### src/rtl/fixedpoint_alu_pkg.sv
// Shared constants, op encoding and flag helper for the sign-magnitude Q7.8 ALU.
// Pure declarations; no logic.
`timescale 1ns/1ps
package fxp_alu_pkg;

   localparam int WIDTH     = 16;
   localparam int FRAC_BITS = 8;
   localparam int MAG_W     = 15;
   localparam logic [MAG_W-1:0] MAG_MAX = 15'h7FFF;

   typedef enum logic {
      OP_ADD = 1'b0,
      OP_MUL = 1'b1
   } op_e;

   localparam int FLAG_N = 3;
   localparam int FLAG_Z = 2;
   localparam int FLAG_C = 1;
   localparam int FLAG_V = 0;

   function automatic logic [3:0] make_flags(input logic [WIDTH-1:0] res,
                                             input logic c, input logic v);
      logic [3:0] f;
      f         = 4'b0000;
      f[FLAG_N] = res[WIDTH-1];
      f[FLAG_Z] = (res == '0);
      f[FLAG_C] = c;
      f[FLAG_V] = v;
      return f;
   endfunction

endpackage

### src/rtl/fixedpoint_alu_mul.sv
// Magnitude multiply for Q7.8: 15x15 product, truncating >>8, saturate detect. Combinational.
// No backpressure; output follows inputs within the cycle.
`timescale 1ns/1ps
module fxp_sm_mul
   import fxp_alu_pkg::*;
(
   input  logic [MAG_W-1:0] mag_a,
   input  logic [MAG_W-1:0] mag_b,
   output logic [MAG_W-1:0] mag,
   output logic             ovf
);

   logic [2*MAG_W-1:0] product;
   logic [2*MAG_W-1:0] shifted;

   assign product = {{MAG_W{1'b0}}, mag_a} * {{MAG_W{1'b0}}, mag_b};
   assign shifted = product >> FRAC_BITS;

   // Anything above the 15 magnitude bits after the shift cannot be represented.
   assign ovf = |shifted[2*MAG_W-1:MAG_W];
   assign mag = ovf ? MAG_MAX : shifted[MAG_W-1:0];

endmodule

### src/rtl/fixedpoint_alu.sv
// Sign-magnitude Q7.8 add/multiply with saturation; result and {N,Z,C,V} registered, latency 1.
// No handshake or backpressure: a new operation is accepted every clock.
`timescale 1ns/1ps
module fixedpoint_alu
   import fxp_alu_pkg::*;
(
   input  logic             clk,
   input  logic             rst_n,
   input  logic [WIDTH-1:0] a,
   input  logic [WIDTH-1:0] b,
   input  logic             alu_control,
   output logic [WIDTH-1:0] res,
   output logic [3:0]       flags
);

   logic [MAG_W-1:0] mag_a, mag_b;
   logic             sgn_a, sgn_b;
   op_e              op;

   // A zero magnitude always counts as positive, so 0x8000 behaves like 0x0000.
   assign mag_a = a[MAG_W-1:0];
   assign mag_b = b[MAG_W-1:0];
   assign sgn_a = a[WIDTH-1] & (|mag_a);
   assign sgn_b = b[WIDTH-1] & (|mag_b);
   assign op    = op_e'(alu_control);

   logic [MAG_W:0]   add_sum;
   logic [MAG_W-1:0] add_mag;
   logic             add_sgn, add_c, add_v;

   always_comb begin
      add_sum = {1'b0, mag_a} + {1'b0, mag_b};
      add_mag = '0;
      add_sgn = 1'b0;
      add_c   = 1'b0;
      add_v   = 1'b0;
      if (sgn_a == sgn_b) begin
         add_sgn = sgn_a;
         add_c   = add_sum[MAG_W];
         add_v   = add_sum[MAG_W];
         add_mag = add_sum[MAG_W] ? MAG_MAX : add_sum[MAG_W-1:0];
      end else if (mag_a >= mag_b) begin
         add_sgn = sgn_a;
         add_mag = mag_a - mag_b;
      end else begin
         add_sgn = sgn_b;
         add_mag = mag_b - mag_a;
      end
   end

   logic [MAG_W-1:0] mul_mag;
   logic             mul_ovf;

   fxp_sm_mul u_mul (
      .mag_a (mag_a),
      .mag_b (mag_b),
      .mag   (mul_mag),
      .ovf   (mul_ovf)
   );

   logic [MAG_W-1:0] sel_mag;
   logic             sel_sgn, sel_c, sel_v;
   logic [WIDTH-1:0] res_nxt;
   logic [3:0]       flags_nxt;

   always_comb begin
      sel_mag = add_mag;
      sel_sgn = add_sgn;
      sel_c   = add_c;
      sel_v   = add_v;
      if (op == OP_MUL) begin
         sel_mag = mul_mag;
         sel_sgn = sgn_a ^ sgn_b;
         sel_c   = 1'b0;
         sel_v   = mul_ovf;
      end
      // Suppress negative zero on the way out.
      res_nxt   = {sel_sgn & (|sel_mag), sel_mag};
      flags_nxt = make_flags(res_nxt, sel_c, sel_v);
   end

   always_ff @(posedge clk or negedge rst_n) begin
      if (!rst_n) begin
         res   <= '0;
         flags <= '0;
      end else begin
         res   <= res_nxt;
         flags <= flags_nxt;
      end
   end

endmodule

### config.mk
export PLATFORM = sky130hd
export DESIGN_NAME = fixedpoint_alu
export DESIGN_NICKNAME = d
export VERILOG_FILES = /design/src/rtl/fixedpoint_alu_pkg.sv /design/src/rtl/fixedpoint_alu_mul.sv /design/src/rtl/fixedpoint_alu.sv
export SDC_FILE = /design/constraint.sdc
export NUM_CORES = 1
export LEC_CHECK = 0
export CAP_MARGIN = 40
export CORE_UTILIZATION = 69
export CTS_BUF_LIST = sky130_fd_sc_hd__clkbuf_4 sky130_fd_sc_hd__clkbuf_8 sky130_fd_sc_hd__clkbuf_16
export DETAILED_ROUTE_END_ITERATION = 12
export PLACE_DENSITY_LB_ADDON = 0.1
export SYNTH_ARGS = -nofsm -noshare
export SYNTH_HDL_FRONTEND = slang
export SYNTH_SLANG_ARGS = --single-unit
### constraint.sdc
create_clock -name clk -period 2.1 [get_ports clk]
set_clock_uncertainty 0.2 [all_clocks]
set_input_delay 0.21 -clock clk [delete_from_list [all_inputs] [get_ports clk]]
set_output_delay 0.21 -clock clk [all_outputs]
set_load 0.01 [all_outputs]
==> flow_summary.ini, run 1 <==
[synthesis]
synth_flop_cell = dfrtp_1
synth-simple-area-share = 0.183
synth_top_family_by_area = adder cells
avgSynthCellArea_um2 = 8.06
synth_mux_area_frac = 0.0135
ys_async_sr_fraction = 1.00
synthAdderAreaFrac = 0.468
synthesis.nets = 1685
yosysWarningCount = 0
syn_area_um2 = 10800
post_synth_xor_area_fraction = 0.0216
synth.ff_latch_count = 19
synth-edff-count = 0
synth_compound_area_frac = 0.156
synth_cell_type_count = 86
synth_seq_area_share = 0.0438
synth_cells = 1346

[place]
port_buffers = 54
placed_cells = 1891
dp_hpwl_um = 37900
gp_congestion = 1.02

[clock_network]
h-tree-depth = 1
clockBufferDepth = 2
clock_sinks = 19
cts_resized = 317
holdBufCountCts = 0
postCtsSetupBuffers = 67
cts_buffers = 3
cts-root-buf = clkbuf_16

[die]
placementRows = 45
die_h_um = 127
die_w_um = 127
start_util = 0.711
pin_count = 55

[outcome]
status = did not finish
flow.stopped_at = 4_1_cts
error = [ERROR DPL-0038] Utilization greater than 100%, impossible to legalize
stage by stage:
stage	cell area (µm²)	hold WS, ns	util	worst slack [ns]
3_3_place_gp	14200	0.352	0.928	-5.23
2_1_floorplan	11200	-0.286	-	-4.48
3_5_place_dp	14200	0.390	0.928	-5.52
cells by family after synthesis:
kind of cell / after synthesis
adders and majority gates: 304
DFF: 19
xor gates and xnor gates: 25
and+or+nand+nor: 431
muxes: 14
buffers and inverters: 315
AOI/OAI and AO/OA: 238
synth_stat cells (7+ instances only):
master	count	area share
o21ai_0	20	0.0092
o31ai_1	9	0.0062
and3_1	14	0.0081
o211ai_1	11	0.0076
o21a_1	15	0.010
fa_1	169	0.31
a21oi_1	61	0.028
a31oi_1	13	0.0075
o21bai_1	8	0.0055
xnor2_1	12	0.0097
clkbuf_1	31	0.011
xor2_1	11	0.0089
mux2i_1	9	0.0083
dfrtp_1	19	0.044
nor2_1	172	0.060
a21o_1	14	0.0097
a211oi_1	14	0.0097
o21ai_1	7	0.0032
and2_1	16	0.0092
nand4_1	15	0.0087
nor3_1	14	0.0065
buf_2	16	0.0074
nand2_1	135	0.047
nand2b_1	7	0.0040
inv_1	248	0.086
nand3_1	16	0.0074
ha_1	135	0.16
==> run 2: changes to the inputs <==
--- a/config.mk
+++ b/config.mk
@@ -6,10 +6,9 @@
 export NUM_CORES = 1
 export LEC_CHECK = 0
 export CAP_MARGIN = 40
-export CORE_UTILIZATION = 69
-export CTS_BUF_LIST = sky130_fd_sc_hd__clkbuf_4 sky130_fd_sc_hd__clkbuf_8 sky130_fd_sc_hd__clkbuf_16
+export CORE_UTILIZATION = 40
 export DETAILED_ROUTE_END_ITERATION = 12
-export PLACE_DENSITY_LB_ADDON = 0.1
+export PLACE_DENSITY_LB_ADDON = 0.15
 export SYNTH_ARGS = -nofsm -noshare
 export SYNTH_HDL_FRONTEND = slang
 export SYNTH_SLANG_ARGS = --single-unit
==> run 2 against run 1 <==
  * Area after synthesis unchanged
  * The flow now finishes, with violations (setup timing)
  * Synthesized cell count unchanged
==> flow_summary.ini, run 2 <==
[layout]
n_antenna_cell = 0
regMostFlops = res
final_common_cell = buf_4
final_cell_mix = 363 x buf_4, 218 x inv_1, 165 x fa_1, 151 x nor2_1, 130 x nand2_1
reg_top3 = res: 15 flops, flags: 4 flops
area_growth_pct = 45.2
nets = 2099
utilization = 0.598
drive_gt1_frac = 0.347
finalInstanceArea_um2 = 15700
largest_reg_flops = 15

[routing]
routed_wl_um = 39500
drtPass1Iterations = 5
drt_iter0_drc = 779
wl_per_cell_um = 18.9
drc_errors = 0
via_per_inst = 5.32
vias = 11100
ant_nets = 0

[place]
port_buffers = 54
gp_congestion = 0.986
dp_hpwl_um = 33500
pre_cts_ws_ns = -5.39
placed_area_um2 = 14500

[min_path]
min_path_type = in -> async

[synthesis]
synth.most_common_cell = inv_1
synth-edff-count = 0
ys_async_sr_fraction = 1.00
ys_top_cells_by_area = fa_1 31%, ha_1 16%, inv_1 8.6%
yosysWarningCount = 0
syn_area_um2 = 10800
avgSynthCellArea_um2 = 8.06
synth_top_area_cell = fa_1
synth_seq_area_share = 0.0438
synth_flop_cell = dfrtp_1
ys_top_cells_by_count = 248 x inv_1, 172 x nor2_1, 169 x fa_1, 135 x ha_1, 135 x nand2_1
synth_cells = 1346
synthesis.nets = 1685
synth_top_area_share = 0.312
synth.ff_latch_count = 19
synth_cell_type_count = 86

[die]
core-area_um2 = 26400
die_h_um = 167
placementRows = 59
die_w_um = 167
die_area_um2 = 27800
pin_count = 55
start_util = 0.412

[worst_setup_path]
critical_path_peak_fanout = 5
critical_path.max_stage_delay_ns = 0.56
worstPathRequired_ns = 2.03
slowest_stage = fa_1
worst_ep_arrival_time_ns = 6.54
crit_family = adder cells
cp-end-kind = flop
path_class = in -> reg
path_common_cell = fa_1
start_kind = primary input
cp.buffers_inverters = 8

[clock_network]
clockBufferDepth = 2
cts-root-buf = clkbuf_16
cts_buffers = 3
clock_sinks = 19
clk_pin_slew_ns = 0.05
cts_tree = done
h-tree-depth = 1
holdBufCountCts = 0

[grt]
grt_pass1_wl_um = 63200
grt_pass1_vias = 11600
grt_use_total = 0.293
grt_start_max_net_pins = 20
overflow = 0
grt_antenna_before_repair = 0

[job]
maxCapViolations = 0

[timing]
worstMarginPinSlew_ns = 0.788
setup_viol_count_final = 19
finalCriticalPeriod_ns = 6.62
finalCritPeriodShare = 3.15
hold_viol = 0
rsz0062_at_grt = yes
max_freq_mhz = 151
slew_headroom = 0.468
final.setup.worst_slack_ns = -4.52
maxSlewViolCount = 0

[outcome]
violations = setup timing
status = complete, but fails checks
==> run 2: cell counts after synthesis <==
Identical to the previous run, type by type.
==> run 2: layer usage <==
metal	part of all wire	GRT usage	wire [µm]
met2	0.48	0.506	18800
met5	0	0	0
met1	0.44	0.394	17500
met3	0.054	0.0280	2120
met4	0.027	0.0725	1050
==> run 2: stage by stage <==
stage | hold slack, ns | setup TNS, ns | instances
finish | 0.0876 | -76.19 | 2094
global route | 0.104 | -80.06 | 2094
CTS | 0.0900 | -75.02 | 2090
detailed placement | 0.357 | -90.76 | 2034
global placement | 0.355 | -91.02 | 2034
floorplan | -0.286 | -69.85 | 1346
==> run 2: worst max-delay path by stage <==
stage	from	to	slack [ns]	cells after the start
3_5_place_dp	b[0]	flags[3]	-5.39	29
3_3_place_gp	b[0]	flags[3]	-5.39	28
2_1_floorplan	a[6]	flags[3]	-4.48	27
5_1_grt	a[5]	flags[3]	-4.77	27
6_report	b[5]	flags[3]	-4.52	26
4_1_cts	b[5]	flags[3]	-4.47	27
==> run 2: cells by family (layout without fill, tap and decap cells) <==
family | Yosys count | after routing | share of synthesized area
AOI/OAI and AO/OA | 238 | 238 | 0.156
xor gates and xnor gates | 25 | 25 | 0.0216
adders and majority gates | 304 | 304 | 0.468
buffers and inverters | 315 | 728 | 0.115
DFF | 19 | 19 | 0.0438
muxes | 14 | 14 | 0.0135
and+or+nand+nor | 431 | 431 | 0.183
==> run 2: timing repair <==
| item | in CTS | in global routing |
|---|---|---|
| setup buffers | 54 | 7 |
| pin swaps | 64 | 11 |
| endpoints found under the setup margin | 19 | 19 |
| gates cloned | 0 | 1 |
| gates resized for setup | 273 | 60 |
==> run 2: area by class of cell <==
class | instances | area (µm²)
timing repair buffer | 466 | 3850
clock buffer | 4 | 78.8
sequential | 19 | 475
fill | 2308 | 10600
multi-input combinational | 1012 | 9870
inverter | 258 | 1050
tap | 335 | 419
Power of run 2 is not shown: default switching activity piles up to over one toggle a cycle in this logic, so the estimate is an artifact.
==> run 3: changes to the inputs <==
--- a/config.mk
+++ b/config.mk
@@ -9,6 +9,7 @@
 export CORE_UTILIZATION = 40
 export DETAILED_ROUTE_END_ITERATION = 12
 export PLACE_DENSITY_LB_ADDON = 0.15
+export SKIP_LAST_GASP = 1
 export SYNTH_ARGS = -nofsm -noshare
 export SYNTH_HDL_FRONTEND = slang
 export SYNTH_SLANG_ARGS = --single-unit
==> run 3 against run 2 <==
  * The flow still finishes with violations (setup timing)
  * Global-route usage about the same
  * Via count up 0.23%
  * Cell count unchanged
  * Clock-buffer cell count unchanged
  * Design area down 0.88%
  * Die area unchanged
  * Sequential cell count unchanged
  * Non-clock buffer count unchanged
==> flow_summary.ini, run 3 (synthesized netlist as in run 2, its figures left out) <==
[outcome]
status = complete, but fails checks
violations = setup timing

[die]
die_w_um = 167
core-area_um2 = 26400
die_area_um2 = 27800
die_h_um = 167
start_util = 0.412
pin_count = 55
placementRows = 59

[routing]
wl_per_cell_um = 18.8
drt_iter0_drc = 822
routed_wl_um = 39300
ant_nets = 0
drc_errors = 0
drtPass1Iterations = 5
via_per_inst = 5.33
vias = 11200

[layout]
final.fill_count = 2339
drive_gt1_frac = 0.341
largest_reg_flops = 15
final_common_cell = buf_4
n_antenna_cell = 0
multi_input_area_um2 = 9760
reg_top3 = res: 15 flops, flags: 4 flops
area_growth_pct = 43.9
regMostFlops = res
regArea_um2 = 475
final_cell_mix = 369 x buf_4, 220 x inv_1, 165 x fa_1, 153 x nor2_1, 130 x nand2_1
nets = 2099

[worst_setup_path]
start_kind = primary input
cp-end-kind = flop
slowest_stage = fa_1
worstPathRequired_ns = 2.03
path_common_cell = fa_1
critical_path_peak_fanout = 5
worst_ep_arrival_time_ns = 6.54
path_class = in -> reg
critical_path.max_stage_delay_ns = 0.57

[place]
gp_congestion = 0.986
dp_hpwl_um = 33500
port_buffers = 54

[grt]
grt_pass1_vias = 11600
grt_start_max_net_pins = 20
overflow = 0
grt_antenna_before_repair = 0
grt_pass1_wl_um = 63400
grt_use_total = 0.294

[clock_network]
cts_buffers = 3
clk_pin_slew_ns = 0.05
h-tree-depth = 1
holdBufCountCts = 0
clockBufferDepth = 2
clock_sinks = 19
cts-root-buf = clkbuf_16
cts_tree = done

[timing]
maxSlewViolCount = 0
setup_viol_count_final = 19
tns_ns = -76.34
final.setup.worst_slack_ns = -4.51
rsz0062_at_grt = yes
slew_headroom = 0.486
max_freq_mhz = 151
finalCritPeriodShare = 3.15
hold_viol = 0
worstMarginPinSlew_ns = 0.761
finalCriticalPeriod_ns = 6.61

[job]
maxCapViolations = 0

[min_path]
min_path_type = in -> async
-- run 3: what timing repair did --
item	4_1_cts	5_1_grt
pin swaps	64	10
gates resized for setup	264	40
setup buffers	54	6
cloned	0	1
setup endpoints to repair	19	19
endpoints found under the hold margin	0	0
-- run 3: area by class of cell --
cell class,instances,area share
multi-input cells,1012,0.625
repair buffers,466,0.246
inverters,258,0.0671
flip-flops and latches,19,0.0305
well taps,335,0.0269
clock buffers,4,0.00505
-- run 3: worst max-delay path, delay by kind of cell --
| family | cells | cell delay, ns |
|---|---|---|
| AOI/OAI and AO/OA | 6 | 1.22 |
| adders and majority gates | 8 | 3.56 |
| buffers and inverters | 8 | 0.55 |
| and+or+nand+nor | 4 | 1.00 |
-- run 3: stage by stage --
step,setup WS (ns),std cells,hold WS (ns),instance area (µm²),util
after CTS,-4.47,2090,0.0900,15400,0.585
after floorplan,-4.48,1346,-0.286,11200,-
final,-4.51,2094,0.0882,15600,0.592
after detailed placement,-5.39,2034,0.357,14500,0.550
after global placement,-5.39,2034,0.355,14500,0.550
after global routing,-4.77,2094,0.104,15600,0.592
-- run 3: per-layer routing --
| metal | vias to the layer above | track usage | routed length [µm] |
|---|---|---|---|
| li1 | 5224 | - | - |
| met3 | 62 | 0.0273 | 2260 |
| met4 | 0 | 0.0757 | 1150 |
| met2 | 394 | 0.506 | 18700 |
| met5 | - | 0 | 0 |
| met1 | 5487 | 0.394 | 17200 |
-- run 3: final timing paths --
check                            start  endpoint  slack [ns]  cells past startpoint
worst max-delay path              b[5]  flags[3]       -4.51                     26
worst min-delay path             rst_n    res[4]        0.09                      2
max in group asynchronous        rst_n    res[7]        1.41                      2
min in group clk           alu_control    res[4]        0.47                      2
Power of run 3 is left out for the same reason.
==> run 4: changes to the inputs <==
==> constraint.sdc (replaced) <==
create_clock -name clk -period 6.7 [get_ports clk]
set_clock_uncertainty 0.2 [all_clocks]
set_input_delay 0.67 -clock clk [delete_from_list [all_inputs] [get_ports clk]]
set_output_delay 0.67 -clock clk [all_outputs]
set_load 0.01 [all_outputs]
==> run 4 against run 3 <==
  * The flow still finishes with violations (setup timing)
  * Utilization is 3.5 points lower
  * Critical path depth is 3 higher
  * Die area stayed put
  * Routed wire length is 1.2% lower
  * Highest routed layer unchanged
==> flow_summary.ini, run 4 (synthesized netlist as in run 2, its figures left out) <==
[worst_setup_path]
crit_family = adder cells
worstPathRequired_ns = 6.63
critical_path.max_stage_delay_ns = 0.56
worst_ep_arrival_time_ns = 6.92
path_common_cell = fa_1
slowest_stage = fa_1
critical_path_peak_fanout = 4
path_class = in -> reg
crit_start = b[1]
start_kind = primary input
cp.buffers_inverters = 11
cp-end-kind = flop

[grt]
grt_use_total = 0.286
overflow = 0
grt_pass1_wl_um = 61600
grt_antenna_before_repair = 0
grt_start_max_net_pins = 25
grt_pass1_vias = 11100

[timing]
finalCritPeriodShare = 1.04
max_freq_mhz = 143
maxSlewViolCount = 0
setup_viol_count_final = 12
worstMarginPinSlew_ns = 0.921
final.setup.worst_slack_ns = -0.288
finalCriticalPeriod_ns = 6.99
rsz0062_at_grt = yes
hold_viol = 0
slew_headroom = 0.382

[die]
start_util = 0.412
core-area_um2 = 26400
pin_count = 55
die_area_um2 = 27800
die_w_um = 167
placementRows = 59
die_h_um = 167

[layout]
final_common_cell = buf_4
regArea_um2 = 475
area_growth_pct = 35.4
n_antenna_cell = 0
multi_input_area_um2 = 9770
final_cell_mix = 251 x buf_4, 212 x inv_1, 160 x fa_1, 147 x nor2_1, 121 x nand2_1
drive_gt1_frac = 0.311
reg_top3 = res: 15 flops, flags: 4 flops
finalInstanceArea_um2 = 14700
largest_reg_flops = 15
final.fill_count = 2478
nets = 1978
regMostFlops = res

[place]
gp_congestion = 0.961
dp_hpwl_um = 32200
port_buffers = 54
placed_area_um2 = 13300

[job]
maxCapViolations = 0

[clock_network]
clk_pin_slew_ns = 0.05
cts_tree = done
cts_buffers = 3
h-tree-depth = 1
holdBufCountCts = 0
cts-root-buf = clkbuf_16
clockBufferDepth = 2
clock_sinks = 19

[routing]
ant_nets = 0
wl_per_cell_um = 19.7
drt_iter0_drc = 824
vias = 10800
routed_wl_um = 38900
drc_errors = 0
via_per_inst = 5.48
drtPass1Iterations = 6

[outcome]
status = complete, but fails checks
violations = setup timing

[min_path]
min_path_type = in -> async
run 4: stage by stage:
step / hold WS (ns) / cells / worst slack, ns / TNS [ns] / utilization
floorplan: 0.174 / 1346 / -0.371 / -0.492 / -
global placement: 0.978 / 1904 / -1.26 / -17.15 / 0.506
detailed placement: 1.01 / 1904 / -1.31 / -17.83 / 0.506
CTS: 0.747 / 1963 / -0.259 / -1.91 / 0.546
global route: 0.419 / 1973 / -0.456 / -3.06 / 0.558
finish: 0.419 / 1973 / -0.288 / -1.05 / 0.558
run 4: layout make-up:
| type | count | share of cell area |
|---|---|---|
| clock buffer | 4 | 0.00536 |
| inverter | 258 | 0.0708 |
| multi-input combinational | 1012 | 0.665 |
| sequential | 19 | 0.0324 |
| tap | 335 | 0.0285 |
| timing repair buffer | 345 | 0.198 |
run 4: how the worst max path moves through the flow:
stage	slack, ns	endpoint	cells past startpoint
6_report	-0.29	flags[3]	29
5_1_grt	-0.46	flags[3]	29
4_1_cts	-0.26	flags[3]	27
3_5_place_dp	-1.31	flags[3]	25
3_3_place_gp	-1.26	flags[3]	25
2_1_floorplan	-0.37	flags[3]	27
run 4: repair_timing:
item                       in CTS  in global routing
buffers inserted               58                 11
setup endpoints to repair      18                 18
gates resized for setup       312                 64
cloned                          0                  1
pin swaps                      69                 31
run 4: per-layer routing:
layer  vias to the layer above  wire length (µm)  global-route usage
met5                         -                 0                   0
met4                         0              1270              0.0801
met3                        72              2580              0.0280
met2                       411             18200               0.479
met1                      5359             16800               0.392
li1                       4974                 -                   -
Power of run 4 is left out for the same reason.
